<file path="src/rtl/video_pkg.sv">
// Shared types and defaults for the VRAM fetch arbiter: arbiter states,
// FIFO/line defaults and the video address helper.
package video_pkg;

  localparam int unsigned DefaultFifoDepth     = 4;
  localparam int unsigned DefaultPixelsPerLine = 256;

  typedef enum logic [1:0] {
    IDLE,
    VIDEO_RD,
    HOST_RD,
    HOST_WR
  } arb_state_e;

  function automatic logic [15:0] video_addr(input logic [7:0] row, input logic [7:0] col);
    return {row, col};
  endfunction

endpackage

</file>
<file path="src/rtl/vram_fetch_arbiter_if.sv">
// Host-side VRAM access bus: a level request held until a one-clock ack.
interface vram_fetch_arbiter_if;

  logic        host_req;
  logic        host_we;
  logic [15:0] host_addr;
  logic [7:0]  host_wdata;
  logic        host_ack;
  logic [7:0]  host_rdata;

  modport master (
    output host_req, host_we, host_addr, host_wdata,
    input  host_ack, host_rdata
  );

  modport slave (
    input  host_req, host_we, host_addr, host_wdata,
    output host_ack, host_rdata
  );

endinterface

</file>
<file path="src/rtl/pixel_fifo.sv">
// Synchronous pixel prefetch FIFO with occupancy count; push and pop may
// share a clock, and flush empties it in one clock.
module pixel_fifo
  import video_pkg::*;
#(
  parameter int unsigned Depth = DefaultFifoDepth
) (
  input  logic                    clk,
  input  logic                    rst,
  input  logic                    flush,
  input  logic                    push,
  input  logic [7:0]              push_data,
  input  logic                    pop,
  output logic [7:0]              head,
  output logic [$clog2(Depth):0]  count
);

  localparam int unsigned PtrW = $clog2(Depth);
  localparam logic [PtrW:0] Full = (PtrW + 1)'(Depth);

  logic [7:0]      mem [Depth];
  logic [PtrW-1:0] wr_ptr;
  logic [PtrW-1:0] rd_ptr;
  logic            do_push;
  logic            do_pop;

  assign do_pop  = pop && (count != '0);
  assign do_push = push && ((count != Full) || do_pop);

  // NOTE: state registers use non-blocking (<=) so every flop samples the
  // pre-edge values and simulation order cannot change the result.
  always_ff @(posedge clk) begin
    if (rst || flush) begin
      wr_ptr <= '0;
      rd_ptr <= '0;
      count  <= '0;
    end else begin
      if (do_push) wr_ptr <= wr_ptr + 1'b1;
      if (do_pop)  rd_ptr <= rd_ptr + 1'b1;
      case ({do_push, do_pop})
        2'b10:   count <= count + 1'b1;
        2'b01:   count <= count - 1'b1;
        default: ;
      endcase
    end
  end

  // NOTE: storage is deliberately not reset; count and pointers qualify
  // every read, so stale contents are never observed.
  always_ff @(posedge clk) begin
    if (do_push && !flush) mem[wr_ptr] <= push_data;
  end

  assign head = mem[rd_ptr];

endmodule

</file>
<file path="src/rtl/vram_fetch_arbiter.sv">
// Single-port VRAM arbiter: line-based pixel prefetch into a small FIFO with
// absolute priority, host reads/writes filling the remaining slots.
module vram_fetch_arbiter
  import video_pkg::*;
#(
  parameter int unsigned FifoDepth     = DefaultFifoDepth,
  parameter int unsigned PixelsPerLine = DefaultPixelsPerLine
) (
  input  logic                 clk,
  input  logic                 rst,
  input  logic                 newline,
  input  logic                 newframe,
  input  logic                 newpixel,
  input  logic                 visible_line,
  output logic [15:0]          vram_addr,
  output logic                 vram_we,
  output logic [7:0]           vram_wdata,
  input  logic [7:0]           vram_rdata,
  vram_fetch_arbiter_if.slave  host,
  output logic [7:0]           pixel_data,
  output logic                 underrun
);

  localparam int unsigned CntW = $clog2(FifoDepth) + 1;
  localparam logic [CntW:0] DepthLimit = (CntW + 1)'(FifoDepth);
  localparam logic [7:0]    LastCol    = 8'(PixelsPerLine - 1);

  arb_state_e      state;
  arb_state_e      next_state;
  logic            fetch_active;
  logic            line_was_visible;
  logic            video_pend;
  logic            host_ack_q;
  logic            rd_ack_q;
  logic [7:0]      row;
  logic [7:0]      col;
  logic [7:0]      rdata_hold;
  logic [7:0]      fifo_head;
  logic [CntW-1:0] fifo_count;
  logic [CntW:0]   outstanding;
  logic            restart;
  logic            host_busy;
  logic            video_ok;
  logic            host_ok;
  logic            fifo_push;

  assign restart   = newline && visible_line;
  assign host_busy = (state == HOST_RD) || (state == HOST_WR);

  // Reads issued now or awaiting data both count against FIFO space.
  assign outstanding = {1'b0, fifo_count}
                     + (CntW + 1)'(state == VIDEO_RD)
                     + (CntW + 1)'(video_pend);

  assign video_ok  = fetch_active && (outstanding < DepthLimit);
  assign host_ok   = host.host_req && !host_busy && !host_ack_q;
  assign fifo_push = video_pend && !restart;

  // NOTE: next_state is given a default before any branch, so no path
  // leaves it unassigned and no latch is inferred.
  always_comb begin
    next_state = IDLE;
    // The restart clock idles so the host cannot slip ahead of the refill.
    if (!restart) begin
      if (video_ok)     next_state = VIDEO_RD;
      else if (host_ok) next_state = host.host_we ? HOST_WR : HOST_RD;
    end
  end

  pixel_fifo #(
    .Depth(FifoDepth)
  ) u_fifo (
    .clk       (clk),
    .rst       (rst),
    .flush     (restart),
    .push      (fifo_push),
    .push_data (vram_rdata),
    .pop       (newpixel),
    .head      (fifo_head),
    .count     (fifo_count)
  );

  always_ff @(posedge clk) begin
    if (rst) begin
      state            <= IDLE;
      fetch_active     <= 1'b0;
      line_was_visible <= 1'b0;
      row              <= '0;
      col              <= '0;
      video_pend       <= 1'b0;
      host_ack_q       <= 1'b0;
      rd_ack_q         <= 1'b0;
      rdata_hold       <= '0;
      vram_addr        <= '0;
      vram_we          <= 1'b0;
      vram_wdata       <= '0;
      pixel_data       <= '0;
      underrun         <= 1'b0;
    end else begin
      state      <= next_state;
      vram_we    <= (next_state == HOST_WR);
      video_pend <= (state == VIDEO_RD) && !restart;
      host_ack_q <= host_busy;
      rd_ack_q   <= (state == HOST_RD);
      if (rd_ack_q) rdata_hold <= vram_rdata;

      case (next_state)
        VIDEO_RD: vram_addr <= video_addr(row, col);
        HOST_RD:  vram_addr <= host.host_addr;
        HOST_WR: begin
          vram_addr  <= host.host_addr;
          vram_wdata <= host.host_wdata;
        end
        default: ;
      endcase

      if (restart) begin
        fetch_active <= 1'b1;
        col          <= '0;
      end else begin
        if (next_state == VIDEO_RD) col <= col + 1'b1;
        if (newline || ((next_state == VIDEO_RD) && (col == LastCol))) fetch_active <= 1'b0;
      end

      if (newframe)                          row <= '0;
      else if (newline && line_was_visible)  row <= row + 1'b1;

      if (newline)       line_was_visible <= visible_line;
      else if (newframe) line_was_visible <= 1'b0;

      if (newpixel) begin
        if (fifo_count == '0) begin
          pixel_data <= '0;
          underrun   <= 1'b1;
        end else begin
          pixel_data <= fifo_head;
        end
      end
    end
  end

  // Read data arrives in the ack clock itself, so it is forwarded then held.
  assign host.host_ack   = host_ack_q;
  assign host.host_rdata = rd_ack_q ? vram_rdata : rdata_hold;

endmodule
</file>
<file path="src/flat_wrapper.sv">
// flat-port wrapper written by rule: the top's interface ports become plain ports
module vram_fetch_arbiter_flat import video_pkg::*;
#(
  parameter int unsigned FifoDepth     = DefaultFifoDepth,
  parameter int unsigned PixelsPerLine = DefaultPixelsPerLine
)
  (clk, rst, newline, newframe, newpixel, visible_line, vram_addr, vram_we, vram_wdata, vram_rdata, pixel_data, underrun, host_host_req, host_host_we, host_host_addr, host_host_wdata, host_host_ack, host_host_rdata);
  vram_fetch_arbiter_if host_i ();
  input  logic clk;
  input  logic rst;
  input  logic newline;
  input  logic newframe;
  input  logic newpixel;
  input  logic visible_line;
  output logic [15:0] vram_addr;
  output logic vram_we;
  output logic [7:0] vram_wdata;
  input  logic [7:0] vram_rdata;
  output logic [7:0] pixel_data;
  output logic underrun;
  input wire logic [$bits(host_i.host_req)-1:0] host_host_req;
  input wire logic [$bits(host_i.host_we)-1:0] host_host_we;
  input wire logic [$bits(host_i.host_addr)-1:0] host_host_addr;
  input wire logic [$bits(host_i.host_wdata)-1:0] host_host_wdata;
  output wire logic [$bits(host_i.host_ack)-1:0] host_host_ack;
  output wire logic [$bits(host_i.host_rdata)-1:0] host_host_rdata;
  assign host_i.host_req = host_host_req;
  assign host_i.host_we = host_host_we;
  assign host_i.host_addr = host_host_addr;
  assign host_i.host_wdata = host_host_wdata;
  assign host_host_ack = host_i.host_ack;
  assign host_host_rdata = host_i.host_rdata;
  vram_fetch_arbiter #(.FifoDepth(FifoDepth), .PixelsPerLine(PixelsPerLine)) u_core (.clk(clk), .rst(rst), .newline(newline), .newframe(newframe), .newpixel(newpixel), .visible_line(visible_line), .vram_addr(vram_addr), .vram_we(vram_we), .vram_wdata(vram_wdata), .vram_rdata(vram_rdata), .host(host_i), .pixel_data(pixel_data), .underrun(underrun));
endmodule
</file>
<file path="config.mk">
export PLATFORM = sky130hd
export DESIGN_NAME = vram_fetch_arbiter_flat
export DESIGN_NICKNAME = d
export VERILOG_FILES = /design/src/rtl/video_pkg.sv /design/src/rtl/vram_fetch_arbiter_if.sv /design/src/rtl/pixel_fifo.sv /design/src/rtl/vram_fetch_arbiter.sv /design/src/flat_wrapper.sv
export SDC_FILE = /design/constraint.sdc
export NUM_CORES = 1
export LEC_CHECK = 0
export BUFFER_PORTS_ARGS = -buffer_cell sky130_fd_sc_hd__clkbuf_2
export CORE_UTILIZATION = 30
export DETAILED_ROUTE_END_ITERATION = 7
export GPL_TIMING_DRIVEN = 0
export PLACE_DENSITY = 0.46
export REMOVE_ABC_BUFFERS = 1
export SYNTH_ARGS = -nofsm -noshare
export SYNTH_HDL_FRONTEND = slang
export SYNTH_SLANG_ARGS = --single-unit
</file>
<file path="constraint.sdc">
create_clock -name clk -period 2.6 [get_ports clk]
set_input_delay 0.52 -clock clk [delete_from_list [all_inputs] [get_ports clk]]
set_output_delay 0.52 -clock clk [all_outputs]
set_load 0.02 [all_outputs]
</file>
* Word-level counts from Yosys, hierarchy flattened
Memory sizes are Yosys's and may differ from the RTL's. A register that Yosys moved wholly into a read port is not among the register bits. Cells that the tools add are included.
Storage, ports and cells: register bits 72, bits in latches 0, bits in writable memories 32, memory bits (read-only) 0, input bits 40, output and inout bits 43, logic and storage cells 81, memories 1
Memory list:
- u_core.u_fifo.mem | words 4, bits a word 8, read ports 1, clocked after memory_dff 1, wr ports 1, RTL line pixel_fifo.sv:21 | logic [7:0] mem [Depth];
Cells by class: add/subtract/negate cells 8, multiply operators 0, div/mod/pow operators 0, magnitude comparators 1, equal/unequal tests 10, shift-type cells 0, mux-type cells 16, bitwise operators 0, reduce and logical (&&, ||, !) cells 28
Operator list (number):
- 16-bit one-hot mux with 2 select lines | 1
- 8-bit by 1-bit adder with 8-bit output, second input constant | 2
- 8-bit two-way mux | 2
- 1-bit logical AND | 11
- 2-bit == test, second input constant | 5
- 2-bit two-way mux | 5
- 8-bit == test, second input constant | 1
- 2-bit nonzero test | 4
- 1-bit two-way mux | 7
- 2-bit by 1-bit == test with 1-bit output, second input constant | 3
- 3-bit one-hot mux with 2 select lines | 1
- 2-bit OR reduction | 3
- 2-bit by 1-bit adder with 2-bit output, second input constant | 2
- 3-bit by 1-bit adder with 4-bit output | 1
- 4-bit by 1-bit adder with 4-bit output | 1
- 1-bit logical OR | 4
- 4-bit by 3-bit less-than comparator with 1-bit output, second input constant | 1
- 3-bit by 1-bit adder with 3-bit output, second input constant | 1
- 1-bit zero test | 3
- 3-bit zero test | 1
- 3-bit inequality test, second input constant | 1
- 3-bit nonzero test | 1
- 3-bit by 1-bit subtractor with 3-bit output, second input constant | 1
- 2-bit AND reduction | 1

* Logic depth before layout (Yosys ltp)
Gate-level depths: netlist of run 1.
word-level depth 13, gate-level depth with buffers 7, mapped depth without buffers 6

* Hierarchy
Synthesis of run 1 repeated with hierarchy kept, for this count alone.
Unflattened totals: cells, all modules 376, area total of the unflattened synthesis 4443.0 µm²
By module, submodules not included:
- vram_fetch_arbiter | times used 1, cells an instance 283, area each 2802.7 µm², seq. area each 1301.2 µm²
- pixel_fifo | times used 1, cells an instance 93, area each 1640.3 µm², seq. area each 1141.1 µm²

* Worst setup path after synthesis of run 1
OpenSTA, ideal clock, no wires.
kind in2reg, start in newline, end reg u_core.u_fifo.count[2], setup time 121 ps, arrival 1855 ps, required time 2479 ps, setup slack 624 ps, stages 7, path buffers 1, cell sequence buf_2 a21bo_2 nand2_1 fa_1 nor4_1 o21a_1 nor3_1
On the way: cells in the longest elaborated chain, start to end 6, elaborated cells on any way between the ends 9, classes of those cells 2 x eq/ne; 1 x mux; 6 x reduce/logical
Ends and longest elaborated chain:
- from (decl) | RTL line flat_wrapper.sv:11 | input logic newline;
- 1-bit logical AND * | RTL line vram_fetch_arbiter.sv:47 | assign restart = newline && visible_line;
- 1-bit zero test | RTL line vram_fetch_arbiter.sv:57 | assign fifo_push = video_pend && !restart;
- 1-bit logical AND | RTL line vram_fetch_arbiter.sv:57
- 1-bit logical AND | RTL line pixel_fifo.sv:28 | assign do_push = push && ((count != Full) || do_pop);
- 2-bit by 1-bit == test with 1-bit output or 2-bit == test (tied branches) | RTL line pixel_fifo.sv:40 | case ({do_push, do_pop})
- 3-bit one-hot mux with 2 select lines or 2-bit nonzero test (tied branches)
- to (signal assigned) | RTL line pixel_fifo.sv:41 | 2'b10: count <= count + 1'b1;
- to (signal assigned) | RTL line pixel_fifo.sv:42 | 2'b01: count <= count - 1'b1;
- to (decl) | RTL line pixel_fifo.sv:15 | output logic [$clog2(Depth):0] count
Mark *: on every way between the ends. The rest lies on a longest branch, timed or not. A chain may end at the register's enable or synchronous reset.

* Worst setup path after layout of run 1
start reg u_core.u_fifo.count[0], end reg u_core.u_fifo.count[2]
On the way: cells in the longest elaborated chain, start to end 6, elaborated cells on any way between the ends 11, classes of those cells 2 x add/sub; 3 x eq/ne; 1 x mux; 5 x reduce/logical
Ends and longest elaborated chain:
- 3-bit nonzero test | RTL line pixel_fifo.sv:27 | assign do_pop = pop && (count != '0);
- 1-bit logical AND | RTL line pixel_fifo.sv:27
- 1-bit logical OR | RTL line pixel_fifo.sv:28
- 1-bit logical AND | RTL line pixel_fifo.sv:28
- 2-bit by 1-bit == test with 1-bit output or 2-bit == test (tied branches) | RTL line pixel_fifo.sv:40
- 3-bit one-hot mux with 2 select lines or 2-bit nonzero test (tied branches)
Parallel ways exist; a longest one is shown, timed or not.

==> impl_metrics.env, run 1 <==
export IMPL_status="completed"
export IMPL_vias_per_cell=4.74
export IMPL_yosys_area_top_type="dfxtp_1"
export IMPL_synth_cell_types=52
export IMPL_synth_async_reset_ratio_pct=0
export IMPL_cts_resized=1
export IMPL_chipHeight_um=123
export IMPL_gp_congestion=0.741
export IMPL_syn_avg_cell_area_sq_um=11.5
export IMPL_first_global_vias=2965
export IMPL_fillerInstances=1423
export IMPL_area_delta_synth_final_pct=19.5
export IMPL_pin_count=83
export IMPL_pwr_density_cell_nw_per_um2=655
export IMPL_slew_violations=0
export IMPL_postCtsHoldBufs=0
export IMPL_cts_tree="yes"
export IMPL_endpoint="u_core.u_fifo.count[2]"
export IMPL_dr_pass1_iters=4
export IMPL_rr_endpoint="u_core.u_fifo.count[2]"
export IMPL_grt_pass1_wl_um=15500
export IMPL_synthFlopType="dfxtp_1"
export IMPL_synth_top_cell_area_share_pct=33.6
export IMPL_syn_inst=382
export IMPL_drt_total_wl_um=9730
export IMPL_cts_root_buf="clkbuf_16"
export IMPL_ir_worst_vdd_mv=0.344
export IMPL_r2r_start="u_core.u_fifo.count[0]"
export IMPL_htreeDepth=3
export IMPL_regToRegSetupSlack_ns=0.18
export IMPL_place_area_sq_um=4960
export IMPL_cts_sinks=106
export IMPL_setup_violations=0
export IMPL_clock_latency_ns=0.35
export IMPL_initial_core_util_pct=31.3
export IMPL_yosysWarnings=0
export IMPL_cp_required_ns=2.81
export IMPL_core_sq_um=14100
export IMPL_drt_iter0_drc=85
export IMPL_die_w_um=123
export IMPL_rows=43
export IMPL_final_area_sq_um=5270
export IMPL_fin_skew_ns=0.00659
export IMPL_path_class="flop to flop"
export IMPL_slew_headroom_pct=50.9
export IMPL_globalRouteOverflowTotal=0
export IMPL_hold_viol_final=0
export IMPL_dp_hpwl_um=6520
export IMPL_remaining_drc_errors=0
export IMPL_synthTopCellsByArea="dfxtp_1, edfxtp_1, mux2i_1"
export IMPL_via_count=3031
export IMPL_drive_gt1_share_pct=27.2
export IMPL_period_needed_ns=2.42
export IMPL_ant_nets=0
export IMPL_synthesis_area_sq_um=4410
export IMPL_cap_violations=0
export IMPL_path_clk_slew_ns=0.07
export IMPL_min_from="host_host_we"
export IMPL_finalPower_mw=3.45
export IMPL_n_antenna_cell=0
export IMPL_end_kind="flop"
export IMPL_yosysSeqAreaShare_pct=55.4
export IMPL_postCtsSetupBuffers=0
export IMPL_ys_ff_latch=106
export IMPL_cts_made_buffers=9
export IMPL_rsz0062_at_grt="false"
export IMPL_layout_nets=503
export IMPL_cp_arrival_ns=2.63
export IMPL_max_freq_ghz=0.413
export IMPL_grt_max_degree=34
export IMPL_synth_edf_count=32
export IMPL_io_buffers=82
export IMPL_ff2ff_path_depth=6
export IMPL_leakage_nw=2.04
export IMPL_clock_path_buffers=2
export IMPL_holdWs_ns=0.399
export IMPL_startpoint="u_core.u_fifo.count[0]"
export IMPL_routedWlPerCell_um=15.2
export IMPL_hold_path_class="input port to flop"
export IMPL_period_share_pct=93.2
export IMPL_cp_start_kind="flop"
export IMPL_crit_fanout=14
export IMPL_worstMarginPinSlew_ns=0.736
export IMPL_antenna_found_initial=0
export IMPL_gr_usage_all_layers_pct=13.8
export IMPL_fp_dieArea_sq_um=15200
cells in the final DEF (no fill, tap or decap), types with 2 or more instances in the layout:
cell type,count
mux2_2,8
nor2_1,32
clkbuf_2,82
nor4_1,4
o31ai_1,3
mux2i_1,22
inv_6,3
a31oi_1,3
edfxtp_1,32
nor2b_1,18
o21ai_0,4
a21o_1,3
inv_1,8
and2_1,16
clkbuf_16,9
or3_1,4
xnor2_1,6
or4_1,3
o2bb2ai_1,15
nand4_1,2
and3_1,7
a21oi_1,26
dfxtp_1,74
nor3_1,4
ha_1,7
a21boi_0,2
mux4_2,8
nand2_1,15
nand3_1,9
xor2_1,3
cells in the mapped netlist (2+ instances only):
cell type / n
a31oi_1: 3
mux4_2: 8
or4_1: 3
ha_1: 7
inv_1: 8
nand3_1: 10
nand4_1: 2
a21o_1: 3
or3_1: 4
xor2_1: 3
clkbuf_1: 10
o21ai_0: 4
buf_2: 6
nand2_1: 15
and2_1: 16
buf_4: 3
mux2_2: 8
nor4_1: 4
nand2b_1: 2
nor3_1: 4
o2bb2ai_1: 15
and3_1: 7
dfxtp_1: 74
nor2_1: 32
mux2i_1: 22
xnor2_1: 6
edfxtp_1: 32
a21boi_0: 2
a21oi_1: 26
nor3b_1: 2
nor2b_1: 18
o31ai_1: 3
critical path, cell delays in order (launching register included):
cell and delay (ns):
dfxtp_1 0.48, o31a_1 0.53, nand2_1 0.24, fa_1 0.43
nor4_1 0.39, o21a_1 0.16, nor3_1 0.04
registers in the layout, indices dropped and copies added (netlist names), named ones only:
signal / cells
u_core.line_was_visible: 1
u_core.vram_we: 1
u_core.fetch_active: 1
u_core.u_fifo.count: 3
u_core.vram_addr: 16
u_core.u_fifo.wr_ptr: 2
u_core.pixel_data: 8
u_core.video_pend: 1
u_core.row: 8
u_core.u_fifo.rd_ptr: 2
u_core.underrun: 1
u_core.rdata_hold: 8
u_core.state: 2
u_core.u_fifo.mem: 32
u_core.rd_ack_q: 1
u_core.vram_wdata: 8
u_core.col: 8
u_core.host.host_ack: 1
cell families (layout without fill, tap and decap cells):
| kind of cell | after synthesis | after routing | synth area share (%) |
|---|---|---|---|
| buffers and inverters | 29 | 107 | 3.06 |
| multiplexers | 38 | 38 | 11.1 |
| adder cells (fa/ha/maj) | 8 | 8 | 2.44 |
| XOR/XNOR | 9 | 9 | 1.79 |
| AO/OA/AOI/OAI | 63 | 63 | 9.62 |
| flip-flops | 106 | 106 | 55.4 |
| AND/OR/NAND/NOR | 129 | 129 | 16.6 |
report_power, final:
part	internal (mW)	switching, mW
clock	0.765	0.653
combinational	0.108	0.161
sequential	1.74	0.0260
stage by stage:
| stage | TNS (ns) | setup WS [ns] | utilization [%] | cells |
|---|---|---|---|---|
| final | 0 | 0.178 | 37.4 | 640 |
| after global routing | 0 | 0.00350 | 37.4 | 640 |
| after global placement | -13.81 | -0.770 | 35.0 | 623 |
| after floorplan | 0 | 0.280 | - | 361 |
| after CTS | 0 | 0.167 | 37.4 | 640 |
| after detailed placement | -1.83 | -0.283 | 35.2 | 624 |
cell type report:
class	instances	area, sq um	share of cell area [%]
sequential	106	2440	46.3
clock buffer	9	225	4.27
clock inverter	7	81.3	1.54
inverter	8	30.0	0.570
timing repair buffer	83	422	8.00
multi-input combinational	247	1840	35.0
tap	180	225	4.27
worst min-delay path by stage:
stage / endpoint / cells after the start
floorplan: u_core.rd_ack_q / 1
global placement: u_core.vram_addr[5] / 1
detailed placement: u_core.vram_addr[10] / 1
CTS: u_core.vram_wdata[2] / 3
global route: u_core.u_fifo.mem[1][0] / 1
finish: u_core.vram_we / 2
routing by layer:
metal	wire, um	global-route usage (%)	up-vias
met2	4250	21.0	59
met5	0	0	-
met3	340	2.49	14
li1	-	-	1527
met4	191	6.55	0
met1	4950	18.8	1431
Power figures use the tool's default switching activity.
==> run 2: changes to the inputs <==
- clock period: 2.6 -> 3.05 ns (I/O delays scaled with it)
==> run 2 against run 1 <==
Cell count stayed put; setup slack improved by 0.44 ns; hold slack gained 0.068 ns; sequential cell count unchanged; non-clock buffer count did not move; power decreased by 15%; sequential share of layout area unchanged; combinational power down 15%; register-to-register slack improved by 0.45 ns; design area unchanged; critical path type is now input port to flop; critical endpoint unchanged; largest power group unchanged.
==> impl_metrics.env, run 2 (synthesis gave the netlist of run 1 again) <==
export IMPL_cap_violations=0
export IMPL_place_ws_ns=0.167
export IMPL_ant_nets=0
export IMPL_endpoint="u_core.u_fifo.count[2]"
export IMPL_leakage_nw=2.04
export IMPL_dp_hpwl_um=6520
export IMPL_cp_arrival_ns=2.64
export IMPL_cp_required_ns=3.26
export IMPL_fin_setup_tns_ns=0
export IMPL_chipHeight_um=123
export IMPL_regToRegSetupSlack_ns=0.63
export IMPL_vias_per_cell=4.74
export IMPL_area_delta_synth_final_pct=19.5
export IMPL_rr_endpoint="u_core.u_fifo.count[2]"
export IMPL_startpoint="newpixel"
export IMPL_largest_reg_flops=32
export IMPL_ff2ff_path_depth=6
export IMPL_drt_total_wl_um=9740
export IMPL_antenna_found_initial=0
export IMPL_mostFrequentLayoutCells="clkbuf_2, dfxtp_1, nor2_1, edfxtp_1, a21oi_1"
export IMPL_layout_nets=503
export IMPL_hold_viol_final=0
export IMPL_clock_latency_ns=0.35
export IMPL_min_from="u_core.vram_addr[4]"
export IMPL_slew_violations=0
export IMPL_period_share_pct=79.8
export IMPL_regMostFlops="u_core.u_fifo.mem"
export IMPL_globalRouteOverflowTotal=0
export IMPL_postLayoutSetupSlackWorst_ns=0.617
export IMPL_drt_iter0_drc=84
export IMPL_period_needed_ns=2.43
export IMPL_ir_worst_vdd_mv=0.295
export IMPL_routedWlPerCell_um=15.2
export IMPL_path_class="input port to flop"
export IMPL_final_common_cell="clkbuf_2"
export IMPL_via_count=3032
export IMPL_n_antenna_cell=0
export IMPL_core_sq_um=14100
export IMPL_fp_dieArea_sq_um=15200
export IMPL_r2r_start="u_core.u_fifo.count[0]"
export IMPL_fin_skew_ns=0.00660
export IMPL_gp_congestion=0.741
export IMPL_die_w_um=123
export IMPL_pwr_density_cell_nw_per_um2=558
export IMPL_fillerInstances=1423
export IMPL_crit_fanout=14
export IMPL_end_kind="flop"
export IMPL_remaining_drc_errors=0
export IMPL_slew_headroom_pct=50.9
export IMPL_first_global_vias=2964
export IMPL_postCtsSetupBuffers=0
export IMPL_grt_max_degree=34
export IMPL_status="completed"
export IMPL_worstMarginPinSlew_ns=0.736
export IMPL_cts_root_buf="clkbuf_16"
export IMPL_initial_core_util_pct=31.3
export IMPL_htreeDepth=3
export IMPL_setup_violations=0
export IMPL_drive_gt1_share_pct=27.2
export IMPL_rows=43
export IMPL_grt_pass1_wl_um=15500
export IMPL_holdWs_ns=0.466
export IMPL_multiInputGateArea_sq_um=1840
export IMPL_hold_path_class="flop to flop"
export IMPL_seqCellArea_sq_um=2440
export IMPL_io_buffers=82
export IMPL_max_freq_ghz=0.411
export IMPL_cts_made_buffers=9
export IMPL_clock_path_buffers=2
export IMPL_dr_pass1_iters=4
export IMPL_gr_usage_all_layers_pct=13.8
export IMPL_pin_count=83
export IMPL_cts_sinks=106
export IMPL_cts_tree="yes"
export IMPL_path_clk_slew_ns=0.07
export IMPL_rsz0062_at_grt="false"
export IMPL_largest_registers="u_core.u_fifo.mem (32), u_core.vram_addr (16)"
export IMPL_cp_start_kind="input port"
## run 2: how the worst min path moves through the flow
stage	end	slack, ns	cells after the start
4_1_cts	u_core.rd_ack_q	0.47	1
6_report	u_core.vram_addr[4]	0.47	1
3_3_place_gp	u_core.vram_addr[5]	0.44	1
5_1_grt	u_core.vram_addr[11]	0.48	1
3_5_place_dp	u_core.vram_addr[10]	0.45	1
2_1_floorplan	u_core.rd_ack_q	0.42	1
## run 2: worst max-delay path, cell delays in order
cell and delay, ns:
clkbuf_2 0.23, o31a_1 0.53, nand2_1 0.24, fa_1 0.43, nor4_1 0.39, o21a_1 0.16, nor3_1 0.04
## run 2: cell type report
type                            count  share of cell area [%]
Sequential cell                   106                    46.3
Timing Repair Buffer               83                    8.00
Multi-Input combinational cell    247                    35.0
Tap cell                          180                    4.27
Clock inverter                      7                    1.54
Inverter                            8                   0.570
Clock buffer                        9                    4.27
## run 2: power breakdown
part           switching (mW)  internal (mW)  leakage (nW)  total [mW]
Clock                   0.557          0.652         0.153        1.21
Combinational           0.137         0.0917         0.999       0.229
Sequential             0.0222           1.48         0.888        1.50
Total                   0.717           2.22          2.04        2.94
## run 2: metal layers
metal / GRT usage [%] / part of all wire [%] / vias up
met2: 21.0 / 44 / 63
met1: 18.7 / 50 / 1428
li1: - / - / 1528
met5: 0 / 0 / -
met4: 6.55 / 1.8 / 0
met3: 2.49 / 3.9 / 13
## run 2: timing repair
action,CTS,global route
endpoints found under the setup margin,0,1
hold buffers,0,0
endpoints found under the hold margin,0,0
resized for setup,0,1
## run 2: per-stage QoR
step,std cells,total power [mW],util (%),cell area [sq um]
CTS,640,2.99,37.3,5260
global route,640,3.06,37.4,5270
detailed placement,624,1.77,35.2,4960
global placement,623,1.76,35.0,4940
finish,640,2.94,37.4,5270
floorplan,361,1.66,-,4300
==> run 3: changes to the inputs <==
- ABC_AREA: default -> 1
- clock period: 3.05 -> 2.5 ns (I/O delays scaled with it)
==> run 3 against run 2 <==
Hold slack worse by 0.094 ns; cell count is 21% higher; routed wire length is 11% higher; clock-buffer cell count stayed put; power is 23% higher; core utilization is 0.12 points higher; synthesized cell count is 34% higher; global-route usage is 1.3 points higher; critical path depth is 2 higher; critical path type is now flop to flop; critical endpoint is now u_core.vram_addr[9]; largest cell class unchanged.
==> impl_metrics.env, run 3 <==
export IMPL_status="completed"
export IMPL_drt_iter0_drc=146
export IMPL_yosys_cell_count_top_type="nand2_1"
export IMPL_gp_congestion=0.743
export IMPL_yosys_area_top_type="dfxtp_1"
export IMPL_via_count=3645
export IMPL_grt_max_degree=50
export IMPL_yosysWarnings=0
export IMPL_cp_arrival_ns=2.44
export IMPL_end_kind="flop"
export IMPL_vias_per_cell=4.71
export IMPL_holdWs_ns=0.372
export IMPL_drive_gt1_share_pct=19.2
export IMPL_m1WireLength_um=5040
export IMPL_area_delta_synth_final_pct=20.1
export IMPL_io_buffers=82
export IMPL_final_common_cell="nand2_1"
export IMPL_place_ws_ns=-0.192
export IMPL_rows=43
export IMPL_clkPwrFrac_pct=38.5
export IMPL_grt_pass1_wl_um=17100
export IMPL_gr_usage_all_layers_pct=15.1
export IMPL_ir_worst_vdd_mv=0.507
export IMPL_core_sq_um=14100
export IMPL_dp_cells=754
export IMPL_leakage_nw=2.11
export IMPL_dr_wl_met3_um=578
export IMPL_top_layer="met4"
export IMPL_ant_nets=0
export IMPL_finalPower_mw=3.60
export IMPL_globalRouteOverflowTotal=0
export IMPL_slew_headroom_pct=27.1
export IMPL_cp_required_ns=2.69
export IMPL_intPower_mw=2.63
export IMPL_fillerInstances=1468
export IMPL_crit_fanout=26
export IMPL_pin_count=83
export IMPL_cap_violations=0
export IMPL_combPwrFrac_pct=10.2
export IMPL_path_class="flop to flop"
export IMPL_die_w_um=123
export IMPL_path_clk_slew_ns=0.07
export IMPL_max_freq_ghz=0.443
export IMPL_regMostFlops="u_core.u_fifo.mem"
export IMPL_chipHeight_um=123
export IMPL_pwr_density_cell_nw_per_um2=682
export IMPL_clock_latency_ns=0.35
export IMPL_largest_reg_flops=32
export IMPL_seqPwrFrac_pct=51.3
export IMPL_layout_nets=637
export IMPL_synthTopCellsByArea="dfxtp_1, edfxtp_1, nand2_1"
export IMPL_antenna_found_initial=0
export IMPL_htreeDepth=3
export IMPL_cts_tree="yes"
export IMPL_multiInputGateArea_sq_um=1710
export IMPL_rsz0062_at_grt="false"
export IMPL_period_needed_ns=2.26
export IMPL_cts_root_buf="clkbuf_16"
export IMPL_synth_common_cells="nand2_1, dfxtp_1, a21oi_1"
export IMPL_instances_no_fill=774
export IMPL_cts_made_buffers=9
export IMPL_synth_edf_count=32
export IMPL_fin_setup_tns_ns=0
export IMPL_routedWlPerCell_um=13.9
export IMPL_power_switching_mw=0.971
export IMPL_postLayoutSetupSlackWorst_ns=0.244
export IMPL_hold_path_class="input port to flop"
export IMPL_cts_sinks=106
export IMPL_period_share_pct=90.2
export IMPL_dp_hpwl_um=7440
export IMPL_postCtsHoldBufs=0
export IMPL_syn_avg_cell_area_sq_um=8.63
export IMPL_yosysSeqAreaShare_pct=55.5
export IMPL_largest_registers="u_core.u_fifo.mem (32), u_core.vram_addr (16)"
export IMPL_hold_viol_final=0
export IMPL_initial_core_util_pct=31.2
export IMPL_n_antenna_cell=0
export IMPL_drt_total_wl_um=10800
export IMPL_synthFlopType="dfxtp_1"
export IMPL_synthesis_area_sq_um=4400
export IMPL_mostFrequentLayoutCells="nand2_1, clkbuf_2, dfxtp_1"
export IMPL_fin_skew_ns=0.00532
export IMPL_setup_violations=0
export IMPL_dr_wl_met2_um=5050
export IMPL_syn_inst=510
export IMPL_remaining_drc_errors=0
export IMPL_clock_path_buffers=2
export IMPL_fp_dieArea_sq_um=15200
export IMPL_ys_ff_latch=106
export IMPL_seqCellArea_sq_um=2440
export IMPL_worstMarginPinSlew_ns=1.09
export IMPL_slew_violations=0
export IMPL_synth_async_reset_ratio_pct=0
export IMPL_switching_share_pct=26.9
export IMPL_cp_start_kind="flop"
export IMPL_synth_top_cell_area_share_pct=33.7
export IMPL_first_global_vias=3443
export IMPL_dr_pass1_iters=4
export IMPL_synth_cell_types=31
## run 3: final timing paths
| kind | from | slack, ns | to | cells past startpoint |
|---|---|---|---|---|
| max | u_core.u_fifo.count[0] | 0.24 | u_core.vram_addr[9] | 9 |
| min | host_host_wdata[0] | 0.37 | u_core.vram_wdata[0] | 3 |
| min reg2reg | u_core.pixel_data[6] | 0.47 | u_core.pixel_data[6] | 2 |
| max reg2reg | u_core.u_fifo.count[0] | 0.24 | u_core.vram_addr[9] | 9 |
## run 3: power by group through the flow
| stage | Clock (mW) | Combinational, mW | Sequential, mW |
|---|---|---|---|
| final | 1.39 | 0.367 | 1.85 |
| after global routing | 1.50 | 0.412 | 1.86 |
| after detailed placement | 0 | 0.357 | 1.89 |
| after global placement | 0 | 0.353 | 1.89 |
| after floorplan | 0 | 0.179 | 1.92 |
| after CTS | 1.43 | 0.359 | 1.85 |
## run 3: area by class of cell
class                   instances  share of cell area (%)
multi-input cells             340                    32.3
clock inverters                 7                    1.11
clock buffers                   9                    4.26
repair buffers                 86                    8.57
well taps                     180                    4.26
flip-flops and latches        106                    46.2
inverters                      46                    3.29
## run 3: worst max-delay path, cell delays in order (launching register included)
cell     delay [ns]
dfxtp_1        0.34
ha_1           0.30
nand3_1        0.08
nand2_1        0.06
nand2_2        0.19
nand2_2        0.30
nand2_4        0.37
nand3_2        0.23
nand2_1        0.13
a21oi_1        0.07
## run 3: kinds of logic after synthesis
kind of cell / count (synthesis) / share of synthesized area [%]
AO/OA/AOI/OAI: 90 / 10.5
adder cells (fa/ha/maj): 8 / 2.45
buffers and inverters: 64 / 5.97
flip-flops: 106 / 55.5
multiplexers: 8 / 1.82
AND/OR/NAND/NOR: 234 / 23.7
## run 3: metrics by stage
stage	area, sq um	utilization [%]
finish	5290	37.5
global route	5290	37.5
CTS	5230	37.1
detailed placement	4950	35.1
global placement	4950	35.1
floorplan	4310	-
## run 3: timing repair
item | in CTS | in global routing
hold endpoints to repair | 0 | 0
setup endpoints to repair | 0 | 9
setup buffers | 0 | 4
gates resized for setup | 0 | 2
## run 3: per-layer routing
metal / vias to the layer above / GRT usage, %
li1: 1883 / -
met1: 1690 / 18.8
met2: 63 / 24.5
met3: 9 / 5.49
met4: 0 / 4.07
met5: - / 0
